<file path="src/rtl/if_prefetch_pkg.sv">
// Shared types, FSM encodings and address helper for the instruction prefetch unit.
package if_prefetch_pkg;

  typedef logic [31:0] inst_addr_t;
  typedef logic [31:0] inst_t;

  localparam logic [1:0] PF_IDLE   = 2'd0;
  localparam logic [1:0] PF_STREAM = 2'd1;
  localparam logic [1:0] PF_DRAIN  = 2'd2;

  function automatic inst_addr_t word_align(inst_addr_t addr);
    return addr & ~inst_addr_t'(3);
  endfunction

endpackage

</file>
<file path="src/rtl/if_prefetch_if.sv">
// Pipelined instruction bus: req/gnt request phase, in-order rvalid response phase.
interface if_prefetch_if;
  import if_prefetch_pkg::*;

  logic       bus_req_o;
  inst_addr_t bus_addr_o;
  logic       bus_gnt_i;
  logic       bus_rvalid_i;
  inst_t      bus_rdata_i;

  modport master (
    output bus_req_o, bus_addr_o,
    input  bus_gnt_i, bus_rvalid_i, bus_rdata_i
  );

  modport slave (
    input  bus_req_o, bus_addr_o,
    output bus_gnt_i, bus_rvalid_i, bus_rdata_i
  );

endinterface

</file>
<file path="src/rtl/if_prefetch_fifo.sv">
// Small synchronous FIFO holding prefetched words; head word is visible combinationally.
module pf_fifo
  import if_prefetch_pkg::*;
#(
  parameter int DEPTH = 4
) (
  input  logic                   clk,
  input  logic                   rst,
  input  logic                   clear,
  input  logic                   push,
  input  logic                   pop,
  input  inst_t                  wdata,
  output inst_t                  rdata,
  output logic [$clog2(DEPTH):0] count
);

  localparam int AW = $clog2(DEPTH);

  inst_t         mem [DEPTH];
  logic [AW-1:0] rd_ptr;
  logic [AW-1:0] wr_ptr;

  assign rdata = mem[rd_ptr];

  always_ff @(posedge clk or negedge rst) begin
    if (!rst) begin
      rd_ptr <= '0;
      wr_ptr <= '0;
      count  <= '0;
    end else if (clear) begin
      rd_ptr <= '0;
      wr_ptr <= '0;
      count  <= '0;
    end else begin
      if (push) wr_ptr <= wr_ptr + AW'(1);
      if (pop)  rd_ptr <= rd_ptr + AW'(1);
      count <= count + (AW+1)'(push) - (AW+1)'(pop);
    end
  end

  always_ff @(posedge clk) begin
    if (push && !clear) mem[wr_ptr] <= wdata;
  end

  // The credit scheme upstream must make overflow impossible.
  always_ff @(posedge clk) begin
    assert (!(push && count == (AW+1)'(DEPTH)));
  end

endmodule

</file>
<file path="src/rtl/if_prefetch.sv">
// Instruction prefetch unit: streams sequential words ahead of the PC and serves hits combinationally.
module if_prefetch
  import if_prefetch_pkg::*;
#(
  parameter int DEPTH = 4
) (
  input  logic          clk,
  input  logic          rst,
  input  logic          pc_ce_i,
  input  inst_addr_t    pc_i,
  output inst_t         inst_o,
  output logic          inst_valid_o,
  output logic          stall_req_o,
  if_prefetch_if.master bus
);

  localparam int CW = $clog2(DEPTH) + 1;

  logic [1:0]    state;
  logic [1:0]    state_next;
  inst_addr_t    head_addr;
  inst_addr_t    fetch_addr;
  inst_addr_t    pc_word;
  logic [CW-1:0] count;
  logic [CW-1:0] outst;
  logic [CW-1:0] outst_next;
  logic [CW-1:0] drop;
  logic [CW:0]   credit;
  inst_t         head_word;
  logic          hit;
  logic          redirect;
  logic          granted;
  logic          push;

  assign pc_word    = word_align(pc_i);
  assign hit        = pc_ce_i && (count != '0) && (pc_word == head_addr);
  assign redirect   = pc_ce_i && (pc_word != head_addr);
  assign granted    = bus.bus_req_o && bus.bus_gnt_i;
  assign outst_next = outst + CW'(granted) - CW'(bus.bus_rvalid_i);
  // Responses owed to an abandoned stream, or arriving as we redirect, never enter the FIFO.
  assign push       = bus.bus_rvalid_i && (drop == '0) && !redirect;

  assign credit         = {1'b0, count} + {1'b0, outst};
  assign bus.bus_req_o  = (state == PF_STREAM) && (credit < (CW+1)'(DEPTH));
  assign bus.bus_addr_o = fetch_addr;

  assign inst_o       = hit ? head_word : '0;
  assign inst_valid_o = hit;
  assign stall_req_o  = rst && pc_ce_i && !hit;

  pf_fifo #(.DEPTH(DEPTH)) u_fifo (
    .clk   (clk),
    .rst   (rst),
    .clear (redirect),
    .push  (push),
    .pop   (hit),
    .wdata (bus.bus_rdata_i),
    .rdata (head_word),
    .count (count)
  );

  always_comb begin
    state_next = state;
    if (redirect) begin
      state_next = (outst_next != '0) ? PF_DRAIN : PF_STREAM;
    end else begin
      case (state)
        PF_IDLE:   if (pc_ce_i) state_next = PF_STREAM;
        PF_STREAM: if (!pc_ce_i) state_next = PF_IDLE;
        PF_DRAIN:  if ((drop == CW'(1)) && bus.bus_rvalid_i)
                     state_next = pc_ce_i ? PF_STREAM : PF_IDLE;
        default:   state_next = PF_IDLE;
      endcase
    end
  end

  always_ff @(posedge clk or negedge rst) begin
    if (!rst) begin
      state      <= PF_IDLE;
      head_addr  <= '0;
      fetch_addr <= '0;
      outst      <= '0;
      drop       <= '0;
    end else begin
      state <= state_next;
      outst <= outst_next;
      if (redirect) begin
        head_addr  <= pc_word;
        fetch_addr <= pc_word;
        drop       <= outst_next;
      end else begin
        if (hit)     head_addr  <= head_addr + 32'd4;
        if (granted) fetch_addr <= fetch_addr + 32'd4;
        if (bus.bus_rvalid_i && (drop != '0)) drop <= drop - CW'(1);
      end
    end
  end

endmodule

</file>
<file path="src/flat_wrapper.sv">
// flat-port wrapper written by rule: the top's interface ports become plain ports
module if_prefetch_flat import if_prefetch_pkg::*;
#(
  parameter int DEPTH = 4
)
  (clk, rst, pc_ce_i, pc_i, inst_o, inst_valid_o, stall_req_o, bus_bus_req_o, bus_bus_addr_o, bus_bus_gnt_i, bus_bus_rvalid_i, bus_bus_rdata_i);
  if_prefetch_if bus_i ();
  input  logic clk;
  input  logic rst;
  input  logic pc_ce_i;
  input  inst_addr_t pc_i;
  output inst_t inst_o;
  output logic inst_valid_o;
  output logic stall_req_o;
  output wire logic [$bits(bus_i.bus_req_o)-1:0] bus_bus_req_o;
  output wire logic [$bits(bus_i.bus_addr_o)-1:0] bus_bus_addr_o;
  input wire logic [$bits(bus_i.bus_gnt_i)-1:0] bus_bus_gnt_i;
  input wire logic [$bits(bus_i.bus_rvalid_i)-1:0] bus_bus_rvalid_i;
  input wire logic [$bits(bus_i.bus_rdata_i)-1:0] bus_bus_rdata_i;
  assign bus_bus_req_o = bus_i.bus_req_o;
  assign bus_bus_addr_o = bus_i.bus_addr_o;
  assign bus_i.bus_gnt_i = bus_bus_gnt_i;
  assign bus_i.bus_rvalid_i = bus_bus_rvalid_i;
  assign bus_i.bus_rdata_i = bus_bus_rdata_i;
  if_prefetch #(.DEPTH(DEPTH)) u_core (.clk(clk), .rst(rst), .pc_ce_i(pc_ce_i), .pc_i(pc_i), .inst_o(inst_o), .inst_valid_o(inst_valid_o), .stall_req_o(stall_req_o), .bus(bus_i));
endmodule
</file>
<file path="config.mk">
export PLATFORM = sky130hd
export DESIGN_NAME = if_prefetch_flat
export DESIGN_NICKNAME = d
export VERILOG_FILES = /design/src/rtl/if_prefetch_pkg.sv /design/src/rtl/if_prefetch_if.sv /design/src/rtl/if_prefetch_fifo.sv /design/src/rtl/if_prefetch.sv /design/src/flat_wrapper.sv
export SDC_FILE = /design/constraint.sdc
export NUM_CORES = 1
export LEC_CHECK = 0
export CAP_MARGIN = 10
export CORE_MARGIN = 1.5
export CORE_UTILIZATION = 57
export DETAILED_ROUTE_END_ITERATION = 6
export PLACE_DENSITY_LB_ADDON = 0.2
export SYNTH_ARGS = -nofsm -noshare
export SYNTH_HDL_FRONTEND = slang
export SYNTH_SLANG_ARGS = --single-unit
</file>
<file path="constraint.sdc">
create_clock -name clk -period 10 [get_ports clk]
set_input_delay 2 -clock clk [delete_from_list [all_inputs] [get_ports clk]]
set_output_delay 2 -clock clk [all_outputs]
set_load 0.01 [all_outputs]
</file>
==> run_results.csv <==
group,metric,value,unit
sta,rsz0062_at_grt,"false",
power,max-vdd-ir-drop,0.154,mV
critical_path,crit_family,"simple AND/OR/NAND/NOR gates",
cells_and_area,fin_area,12000,um2
critical_path,worstPathCellList,"clkdlybuf4s50_1 -> xor2_1 -> nor4_1 -> and4_1 -> nand3_1 -> inv_1 -> buf_4 -> and2_1 -> clkdlybuf4s50_1",
critical_path,arrival,5.78,ns
critical_path,cp_common_cell,"clkdlybuf4s50_1",
clock_tree,h-tree-depth,1,
clock_tree,cts_buffer_depth,3,
sta,post-route-period-util,77.8,%
drt,remaining_drc_errors,0,
logic_synthesis,synth.cell_area,9700,um2
cells_and_area,diodes,0,
logic_synthesis,synth-seq-area-share,58.9,%
place,post-dp-hpwl,15300,um
status,status,"completed",
power,seqPwrFrac,47.3,%
critical_path,cp.buffers_inverters,4,
drt,dr.first_iter.drc_count,514,
power,cellPowerDensity,178,nW/um2
critical_path,worst-path-stages,9,
critical_path,cp-end-kind,"output pin",
clock_tree,cts-resized-gates,0,
critical_path,r2r_cells,14,
logic_synthesis,synth_top_area_share,39.6,%
place,pre_cts_slack,2.30,ns
logic_synthesis,synth_area_leaders,"edfxtp_1, dfrtp_1, mux4_2",
drt,ant_nets,0,
sta,slew_violations,0,
critical_path,cpMaxStageDelayCell,"nand3_1",
cells_and_area,multiInputGateArea,3720,um2
logic_synthesis,yosysTopAreaCell,"edfxtp_1",
logic_synthesis,synth_edf_count,128,
logic_synthesis,synth-seq-cells,203,
power,power_frac_comb,13.4,%
power,p_leak,4.27,nW
critical_path,required,8.00,ns
critical_path,reg2reg_slack,5.64,ns
critical_path,cp_slowest_stage_delay,0.62,ns
floorplanning,die_area,17800,um2
logic_synthesis,synth_ff_type,"edfxtp_1",
clock_tree,clk_pin_slew,0.06,ns
place,gp_congestion,0.924,
clock_tree,clock-root-buffer,"clkbuf_16",
cells_and_area,fillCellCount,1107,
global_routing,grt_overflow_total,0,
global_routing,met1_usage,33.5,%
global_routing,grt_pass1_vias,6979,
global_routing,grt_pass1_wl,36900,um
place,io_buffers,131,
critical_path,worstSetupPathType,"input pin to output pin",
sta,finalSetupViolations,0,
global_routing,antenna_found_initial,0,
logic_synthesis,async_reset_ff_share,36.9,%
power,power.switching,0.519,mW
floorplanning,initial_core_util,58.5,%
drt,vias,6821,
sta,clock_skew,0.0138,ns
global_routing,globalRouteMet2Util,45.3,%
clock_tree,cts_sinks,203,
logic_synthesis,yosysMostFrequentCell,"edfxtp_1",
sta,final.setup.tns,0,ns
drt,first_pass_iters,5,
clock_tree,cts-buffers-inserted,22,
power,p_total,2.13,mW
sta,tightest_slew,1.06,ns
clock_tree,hold_buffers,0,
drt,routedWlPerCell,20.4,um
floorplanning,ios,136,
cells_and_area,layout-drive-gt1-share,9.90,%
floorplanning,die_h,133,um
clock_tree,postCtsSetupBuffers,0,
sta,period_needed,7.78,ns
hold_path,min_path_cells,1,
clock_tree,cts_tree,"yes",
cells_and_area,area_growth,23.3,%
critical_path,r2r-end,"u_core.u_fifo.count[2]$_DFF_PN0_",
floorplanning,core_area,16600,um2
place,place_area,11200,um2
critical_path,startpoint,"pc_i[24]",
logic_synthesis,avgSynthCellArea,12.6,um2
run,maxCapViolCount,0,
logic_synthesis,synth_cells,768,
power,p_sw_share,24.4,%
critical_path,start_kind,"input pin",
cells_and_area,regArea,5720,um2
sta,fmax,129,MHz
cells_and_area,nets,979,
global_routing,grt_max_degree,73,
critical_path,reg2reg_from,"u_core.head_addr[16]$_DFFE_PN0P_",
global_routing,track_usage,26.5,%
sta,finalHoldViolCount,0,
floorplanning,rows,47,
logic_synthesis,yosysWarnings,0,
sta,hold_slack,0.533,ns
critical_path,path_max_fanout,38,
critical_path,crit_end,"inst_o[12]",
global_routing,grt.busiest_layer,"met2",
logic_synthesis,netlist_top_cells_count,"edfxtp_1, dfrtp_1, nand2_1",
sta,max_slew_margin,29.4,%
floorplanning,fp.dieW,133,um
sta,setup_slack,2.22,ns
global_routing,use_met3,5.63,%
drt,drt_wl_total,23000,um
clock_tree,clock_latency,0.50,ns
logic_synthesis,yosysUniqueCellTypes,53,
hold_path,hold_path.class,"register to register",
power,intPower,1.61,mW
power,pwr-share-clk,39.3,%
drt,vias_per_cell,6.04,
layout make-up:
| cell class | count | share of cell area [%] |
|---|---|---|
| multi-input combinational | 492 | 31.1 |
| timing repair buffer | 138 | 11.4 |
| clock buffer | 30 | 4.94 |
| clock inverter | 10 | 1.33 |
| inverter | 36 | 1.13 |
| tap | 220 | 2.30 |
| sequential | 203 | 47.8 |
through the flow:
step / util [%] / instances
after floorplan: - / 769
after detailed placement: 67.6 / 1089
after global placement: 67.6 / 1089
final: 72.1 / 1129
after CTS: 72.1 / 1129
after global routing: 72.1 / 1129
worst reg2reg max path: cells and delay by family (launching register included):
| kind | cells | cell delay (ns) |
|---|---|---|
| buf+inv | 4 | 0.75 |
| fa+ha+maj | 3 | 0.81 |
| simple gates | 4 | 1.72 |
| flops | 1 | 0.46 |
| xor+xnor | 3 | 0.49 |
cells by family (layout without fill, tap and decap cells):
| logic type | count (synthesis) | after routing | share of synthesized area, % |
|---|---|---|---|
| AO/OA/AOI/OAI | 106 | 106 | 6.47 |
| AND/OR/NAND/NOR | 262 | 262 | 15.1 |
| buffers and inverters | 74 | 214 | 3.03 |
| adder cells (fa/ha/maj) | 17 | 17 | 2.35 |
| XOR/XNOR | 68 | 68 | 6.14 |
| flip-flops | 203 | 203 | 58.9 |
| multiplexers | 37 | 37 | 7.94 |
| other | 1 | 2 | 0.0386 |
worst min-delay path by stage:
stage / slack, ns / start / endpoint
floorplan: 0.49 / u_core.head_addr[31]$_DFFE_PN0P_ / u_core.head_addr[31]$_DFFE_PN0P_
global placement: 0.50 / u_core.head_addr[31]$_DFFE_PN0P_ / u_core.head_addr[31]$_DFFE_PN0P_
detailed placement: 0.52 / u_core.head_addr[31]$_DFFE_PN0P_ / u_core.head_addr[31]$_DFFE_PN0P_
CTS: 0.53 / u_core.head_addr[31]$_DFFE_PN0P_ / u_core.head_addr[31]$_DFFE_PN0P_
global route: 0.56 / u_core.head_addr[31]$_DFFE_PN0P_ / u_core.head_addr[31]$_DFFE_PN0P_
finish: 0.53 / u_core.head_addr[31]$_DFFE_PN0P_ / u_core.head_addr[31]$_DFFE_PN0P_
routing by layer:
| layer | wire (um) | vias up | share of wire (%) |
|---|---|---|---|
| li1 | - | 3104 | - |
| met1 | 9080 | 3370 | 39 |
| met2 | 11400 | 280 | 49 |
| met3 | 1730 | 67 | 7.5 |
| met4 | 813 | 0 | 3.5 |
| met5 | 0 | - | 0 |
flip-flops by register name, summed over array words and instances (netlist names):
signal / flops
u_core.head_addr: 30
u_core.u_fifo.mem: 128
u_core.outst: 3
u_core.state: 2
u_core.u_fifo.rd_ptr: 2
u_core.u_fifo.count: 3
u_core.u_fifo.wr_ptr: 2
u_core.bus.bus_addr_o: 30
u_core.drop: 3
placed cells by master (no fill, tap or decap), drive strengths merged, types with 11 or more instances in the layout:
master         Yosys  final
clkdlybuf4s50      0    130
edfxtp           128    128
dfrtp             75     75
nand2             60     60
o21ai             53     53
and2              42     42
xor2              41     41
inv               36     36
mux4              32     32
nand3             30     30
clkbuf            33     30
nor2              28     28
xnor2             27     27
nor4              21     21
a21oi             21     21
nor3              18     18
nand4             17     17
ha                15     15
and4              11     11
power by group through the flow:
stage / sequential (mW) / combinational [mW] / clock [mW]
2_1_floorplan: 1.01 / 0.170 / 0
3_3_place_gp: 1.01 / 0.270 / 0
3_5_place_dp: 1.02 / 0.285 / 0
4_1_cts: 1.00 / 0.287 / 0.849
5_1_grt: 1.01 / 0.314 / 0.888
6_report: 1.00 / 0.285 / 0.836
No activity file was read; power rests on OpenSTA's default activity.
